[src/rtl/muldiv_seq.sv]
`default_nettype none
// +--------------------------------------------------------------------------+
// | Module   : muldiv_seq                                                    |
// | Purpose  : HI/LO sequencer for the EX stage. It drives the iterative     |
// |            divider and the fixed-latency multiplier, stalls EX, and      |
// |            issues one HI/LO write.                                       |
// | Options  : MULDIV_WDOG_EN adds a divider watchdog with a sticky error.   |
// | Revision : 1.0 - initial release                                         |
// +--------------------------------------------------------------------------+
module muldiv_seq #(
   parameter int MUL_LAT     = 1,
   parameter int WDOG_CYCLES = 40
) (
   input  logic        clk,
   input  logic        rst,
   input  logic        op_valid,
   input  logic [1:0]  op_type,
   input  logic [31:0] src_a,
   input  logic [31:0] src_b,
   input  logic        pipe_hold,
   input  logic        flush,
   input  logic        div_ready,
   input  logic [63:0] div_result,
   input  logic [63:0] mul_result,
   output logic        div_start,
   output logic        div_annul,
   output logic        div_signed,
   output logic [31:0] div_opdata1,
   output logic [31:0] div_opdata2,
   output logic        mul_signed,
   output logic [31:0] mul_ina,
   output logic [31:0] mul_inb,
   output logic        stallreq,
   output logic        hilo_we,
   output logic [31:0] hi_wdata,
   output logic [31:0] lo_wdata,
   output logic        busy,
   output logic        wdog_err
);

   typedef enum logic [1:0] {
      S_IDLE     = 2'd0,
      S_MUL_WAIT = 2'd1,
      S_DIV_WAIT = 2'd2,
      S_DONE     = 2'd3
   } state_t;

   localparam logic [2:0] c_mul_lat = 3'(MUL_LAT);

   state_t      r_state, w_state_nx;
   logic [31:0] r_a, r_b, r_hi, r_lo;
   logic [31:0] w_a_nx, w_b_nx, w_hi_nx, w_lo_nx;
   logic [1:0]  r_type, w_type_nx;
   logic [2:0]  r_cnt, w_cnt_nx;
   // Low while a stale div_ready from the previous divide is still visible.
   logic        r_go, w_go_nx;

`ifdef MULDIV_WDOG_EN
   localparam logic [5:0] c_wdog_lim = 6'(WDOG_CYCLES - 1);
   logic [5:0] r_wdog, w_wdog_nx;
   logic       r_err, w_err_nx;
`endif

   always_comb begin
      w_state_nx = r_state;
      w_a_nx     = r_a;
      w_b_nx     = r_b;
      w_type_nx  = r_type;
      w_cnt_nx   = r_cnt;
      w_hi_nx    = r_hi;
      w_lo_nx    = r_lo;
      w_go_nx    = r_go;
`ifdef MULDIV_WDOG_EN
      w_wdog_nx  = r_wdog;
      w_err_nx   = r_err;
`endif
      stallreq   = 1'b0;
      div_start  = 1'b0;
      div_annul  = 1'b0;
      div_signed = 1'b0;
      mul_signed = 1'b0;
      mul_ina    = '0;
      mul_inb    = '0;
      hilo_we    = 1'b0;

      unique case (r_state)
         S_IDLE: begin
            stallreq = op_valid;
            if (op_valid && !flush) begin
               w_a_nx    = src_a;
               w_b_nx    = src_b;
               w_type_nx = op_type;
               if (!op_type[1]) begin
                  w_state_nx = S_MUL_WAIT;
                  w_cnt_nx   = c_mul_lat;
               end else if (src_b != 32'd0) begin
                  w_state_nx = S_DIV_WAIT;
                  w_go_nx    = !div_ready;
`ifdef MULDIV_WDOG_EN
                  w_wdog_nx  = '0;
`endif
               end else begin
                  // Divide by zero never reaches the divider.
                  w_state_nx = S_DONE;
                  w_hi_nx    = src_a;
                  w_lo_nx    = '1;
               end
            end
         end

         S_MUL_WAIT: begin
            stallreq   = 1'b1;
            mul_signed = !r_type[0];
            mul_ina    = r_a;
            mul_inb    = r_b;
            if (flush) begin
               w_state_nx = S_IDLE;
            end else if (r_cnt <= 3'd1) begin
               w_state_nx = S_DONE;
               w_hi_nx    = mul_result[63:32];
               w_lo_nx    = mul_result[31:0];
            end else begin
               w_cnt_nx = r_cnt - 3'd1;
            end
         end

         S_DIV_WAIT: begin
            stallreq   = 1'b1;
            div_signed = !r_type[0];
            if (flush) begin
               div_annul  = 1'b1;
               w_state_nx = S_IDLE;
            end else if (r_go && div_ready) begin
               w_state_nx = S_DONE;
               w_hi_nx    = div_result[63:32];
               w_lo_nx    = div_result[31:0];
`ifdef MULDIV_WDOG_EN
            end else if (r_wdog == c_wdog_lim) begin
               div_annul  = 1'b1;
               w_err_nx   = 1'b1;
               w_state_nx = S_DONE;
               w_hi_nx    = '0;
               w_lo_nx    = '0;
`endif
            end else begin
               div_start = r_go;
               if (!r_go) begin
                  w_go_nx = !div_ready;
               end
`ifdef MULDIV_WDOG_EN
               w_wdog_nx = r_wdog + 6'd1;
`endif
            end
         end

         S_DONE: begin
            if (flush) begin
               w_state_nx = S_IDLE;
            end else if (!pipe_hold) begin
               hilo_we    = 1'b1;
               w_state_nx = S_IDLE;
            end
         end
      endcase
   end

   always_ff @(posedge clk) begin
      if (rst) begin
         r_state <= S_IDLE;
         r_a     <= '0;
         r_b     <= '0;
         r_type  <= '0;
         r_cnt   <= '0;
         r_hi    <= '0;
         r_lo    <= '0;
         r_go    <= 1'b0;
      end else begin
         r_state <= w_state_nx;
         r_a     <= w_a_nx;
         r_b     <= w_b_nx;
         r_type  <= w_type_nx;
         r_cnt   <= w_cnt_nx;
         r_hi    <= w_hi_nx;
         r_lo    <= w_lo_nx;
         r_go    <= w_go_nx;
      end
   end

`ifdef MULDIV_WDOG_EN
   always_ff @(posedge clk) begin
      if (rst) begin
         r_wdog <= '0;
         r_err  <= 1'b0;
      end else begin
         r_wdog <= w_wdog_nx;
         r_err  <= w_err_nx;
      end
   end

   assign wdog_err = r_err;
`else
   logic unused_wdog_cfg;
   assign unused_wdog_cfg = ^6'(WDOG_CYCLES);
   assign wdog_err        = 1'b0;
`endif

   assign div_opdata1 = r_a;
   assign div_opdata2 = r_b;
   assign hi_wdata    = r_hi;
   assign lo_wdata    = r_lo;
   assign busy        = (r_state != S_IDLE);

endmodule
`default_nettype wire

[config.mk]
export PLATFORM = sky130hd
export DESIGN_NAME = muldiv_seq
export DESIGN_NICKNAME = d
export VERILOG_FILES = /design/src/rtl/muldiv_seq.sv
export SDC_FILE = /design/constraint.sdc
export NUM_CORES = 1
export LEC_CHECK = 0
export BUFFER_PORTS_ARGS = -buffer_cell sky130_fd_sc_hd__buf_2
export CORE_AREA = 2 2 155 157
export DETAILED_ROUTE_END_ITERATION = 10
export DIE_AREA = 0 0 157 159
export SLEW_MARGIN = 40
export SYNTH_ARGS = -nofsm -noshare
export SYNTH_HDL_FRONTEND = slang
export SYNTH_SLANG_ARGS = --single-unit
[constraint.sdc]
create_clock -name clk -period 3.8 [get_ports clk]
set_input_delay 0.76 -clock clk [delete_from_list [all_inputs] [get_ports clk]]
set_output_delay 0.76 -clock clk [all_outputs]
set_load 0.01 [all_outputs]
# After elaboration in Yosys (flattened, before gate mapping)
# Cells that the tools add are included.
# op_classes
n_mux	51
addsub	1
magnitude_cmp	1
reduce_logical	17
eq_ne	17
# op_table
op	count
$mux 32	16
$pmux 32 s3	2
$reduce_bool 32->1	1
$ne 2x2->1 const B	11
$mux 1	17
$mux 2	8
$mux 3	4
$ne 3x3->1 const B	3
$pmux 2 s4	1
$reduce_and 8->1	1
$pmux 3 s2	1
$reduce_and 6->1	1
$reduce_bool 2->1	3
$reduce_and 5->1	1
$eq 2x2->1 const B	2
$pmux 1 s2	2
$reduce_and 4->1	1
$le 3x1->1 const B	1
$logic_not 1->1	3
$reduce_bool 3->1	1
$sub 3x1->3 const B	1
$eq 2x1->1 const B	1
$logic_and 1x1->1	2
$logic_not 2->1	1
other kinds (2)	2
# totals
ff_bits	135
output_inout_bits	200
elab_cells	95

# Logic depth before layout (Yosys ltp)
# depth
depth_word	5
ltp_mapped	10
depth_no_buf	7

# Least setup slack after synthesis
# Ideal clock, no wire load.
# synth_path
path_type	register -> output
from	register r_state[0]
to	output stallreq
n_path_buf	3
path_stages_with_launch	8
arrival_time_ns	1.898
setup_slack_ns	1.142
path_cell_list	dfxtp_1 -> inv_1 -> ha_1 -> clkbuf_1 -> clkbuf_1 -> clkbuf_1 -> a21oi_1 -> nor2_1
# synth_via
elab_chain_len	3
word_cells_on_any_way	5
cone_classes	2 x eq/ne; 1 x mux; 2 x reduce/logical
# synth_rtl
item	line_no	source
start, declared	50	state_t r_state, w_state_nx;
start signal, assigned	178	r_state <= w_state_nx;
$eq 2x2->1 or $eq 2x1->1 (tied branches)	86	unique case (r_state)
$reduce_or 2->1 (no source line)	--	
$pmux 1 s2 (*)	86	
end, declared	33	output logic stallreq,
# Every way passes the cells marked *; elsewhere a longest branch is shown, timed or not.

# Worst setup path after layout
# layout_path
from	register r_state[1]
to	output mul_ina[2]
# layout_via
elab_chain_len	2
# layout_rtl
item	line_no	source
$eq 2x1->1	86	
$mux 32	86	
end, declared	31	output logic [31:0] mul_ina,
# Every way passes these cells.

==> results.py <==
metrics = {
    "route": {
        "wl_per_cell_um": 16.65,
        "drt_first_pass_iters": 4,
        "first_iter_violations": 342,
        "drc": 0,
        "vias": 7370,
        "totalWireLength_um": 25350,
        "postRouteAntennaNets": 0,
        "viasPerCell": 4.839,
    },
    "floorplanning": {
        "die_w_um": 157,
        "start_util_pct": 30.08,
        "design.core.area_mm2": 0.02319,
        "die_area_mm2": 0.02496,
        "io_pins": 400,
        "row_count": 56,
        "dieHeight_um": 159,
    },
    "placement": {
        "io_buffer_count": 398,
        "detailed_place_hpwl_um": 18070,
        "gp_congestion": 0.8728,
    },
    "synth": {
        "synth-main-ff-cell": "dfxtp_1",
        "syn_avg_cell_area_um2": 8.208,
        "synth_cells": 850,
        "yosysUniqueCellTypes": 40,
        "yosys-top-cells-count": "dfxtp_1 (135), nand2_1 (135), a21oi_1 (75)",
        "ys_seq_elements": 135,
        "netlist_area_mm2": 0.006977,
        "yosysSeqAreaShare_pct": 38.74,
        "synth_edf_count": 0,
        "synth_fp_nets": 1058,
        "async_flop_share_pct": 0,
        "synthTopCellsByArea": "dfxtp_1 (39%), nand2_1 (7.3%), a22oi_1 (6.9%)",
        "synth_top_cell_by_area": "dfxtp_1",
        "ys_warn_count": 0,
        "synth_top_area_share_pct": 38.74,
    },
    "cts": {
        "post_cts_buffers": 0,
        "cts-root-buf": "clkbuf_16",
        "clk_path_buf_depth": 2,
        "cts.sinks": 135,
        "clk_latency_ns": 0.41,
        "clk_pin_slew_ns": 0.06,
        "h-tree-depth": 4,
        "hold_buffers": 0,
        "cts_resized": 0,
        "numCtsBuffers": 17,
        "cts_tree": "done",
    },
    "pwr": {
        "p_sw_share_pct": 44.96,
        "p_seq_share_pct": 26.7,
        "leakage_nw": 4.280,
        "pwr-share-comb_pct": 50.6,
        "intPower_mw": 4.056,
        "p_per_area_mw_per_mm2": 759.4,
        "switching_power_mw": 3.313,
        "p_clk_share_pct": 22.7,
        "peakVddDrop_mv": 0.5901,
    },
    "timing": {
        "slew_headroom_pct": 47.98,
        "finalCriticalPeriod_ns": 3.137,
        "clock.fmax_mhz": 318.8,
        "finalCritPeriodShare_pct": 82.55,
        "slew_violations": 0,
        "setup_viol": 0,
        "tightest_slew_ns": 0.7802,
        "rsz0062_at_grt": "false",
        "fin_tns_setup_ns": 0,
        "final_hold_viol_count": 0,
        "skew_ns": 0.008716,
    },
    "finish": {
        "drive_gt1_share_pct": 42.19,
        "fin_util_pct": 41.84,
        "area.growth.synth_to_final_pct": 39.08,
        "antennaDiodeCount": 0,
        "finalNetCount": 1399,
    },
    "global_route": {
        "grt-ovfl-total": 0,
        "grt_max_degree": 124,
        "grt_pass1_vias": 6787,
        "antenna_found_initial": 0,
        "grt_pass1_wl_um": 38080,
        "track_usage_pct": 19.45,
    },
    "setup_path": {
        "start_kind": "flip-flop",
        "critPathMaxFanout": 77,
        "worst_ep_arrival_time_ns": 2.38,
        "critPathKind": "reg2out",
        "end_kind": "primary output",
        "cp.required_ns": 3.04,
    },
    "run": {
        "drv_cap": 0,
    },
    "run_status": {
        "status": "completed",
    },
    "min_path": {
        "hold_class": "reg2reg",
    },
}
==> critical path: stages (launching register included) <==
cell	delay [ns]
dfxtp_1	0.36
inv_1	0.19
ha_4	0.65
buf_4	0.44
and2_1	0.18
buf_2	0.12
==> flip-flops by register name, summed over array words and instances, names as in the netlist <==
register,count
div_opdata1,32
div_opdata2,32
hi_wdata,32
lo_wdata,32
r_cnt,3
r_state,2
r_go,1
r_type,1
==> power by group through the flow <==
stage	registers, mW	logic (mW)	clock network (mW)
floorplan	2.11	2.56	0
finish	1.97	3.73	1.67
global placement	1.98	3.74	0
CTS	1.97	3.77	1.72
detailed placement	2.00	3.77	0
global route	2.01	4.09	1.78
==> metrics by stage <==
stage / setup slack, ns / hold slack [ns] / instance area [µm²] / power [mW] / std cells
global route: 0.4714 / 0.4768 / 9703 / 7.877 / 1523
finish: 0.6632 / 0.4604 / 9703 / 7.369 / 1523
global placement: 0.9862 / 0.4471 / 9111 / 5.720 / 1491
CTS: 0.6207 / 0.4631 / 9701 / 7.467 / 1523
floorplan: 1.142 / 0.4500 / 6977 / 4.669 / 850
detailed placement: 0.9624 / 0.4515 / 9111 / 5.769 / 1491
==> placed cells by master, fill, tap and decap left out, drive strengths merged, types with 11 or more instances in the layout <==
cell,synthesis,final
a21oi,103,103
o21ai,35,35
nand2b,37,37
and2,68,68
a211oi,33,33
nor2,38,38
a311oi,32,32
dfxtp,135,135
buf,21,410
nand2,135,135
inv,7,11
clkbuf,68,21
nand3,33,33
a22oi,64,64
==> cell families after synthesis <==
logic type / synth area share, %
other: 0.05375
adder cells (fa/ha/maj): 1.435
XOR/XNOR: 0.1256
buffers and inverters: 6.707
AND/OR/NAND/NOR: 23.39
AO/OA/AOI/OAI: 29.56
flip-flops: 38.74
==> path summary, 6_finish.rpt <==
check	end	startpoint	cells after the start	slack, ns
hold reg to reg	hi_wdata[10]$_SDFFE_PP0P_	hi_wdata[10]$_SDFFE_PP0P_	2	0.46
setup reg to reg	lo_wdata[29]$_SDFFE_PP0P_	r_state[0]$_SDFFE_PP0P_	8	1.07
hold / removal	hi_wdata[10]$_SDFFE_PP0P_	hi_wdata[10]$_SDFFE_PP0P_	2	0.46
setup / recovery	mul_ina[2]	r_state[1]$_SDFFE_PP0P_	5	0.66
==> routing by layer <==
metal  vias to the layer above  global-route usage (%)  wire [µm]  part of all wire, %
met2                       254                   33.73      12430                   49
met4                         0                   4.921        397                  1.6
met3                        24                   4.110       1535                  6.1
met5                         -                       0          0                    0
met1                      3410                   24.40      10990                   43
li1                       3682                       -          -                    -
==> cell type report <==
type | instances | area [µm²]
clock buffers | 20 | 446.7
clock inverters | 12 | 142.6
fillers | 2351 | 13490
inverters | 7 | 26.28
multi-input cells | 619 | 3850
flip-flops and latches | 135 | 2703
well taps | 319 | 399.1
repair buffers | 411 | 2136
No activity file was read; power rests on OpenSTA's default activity.
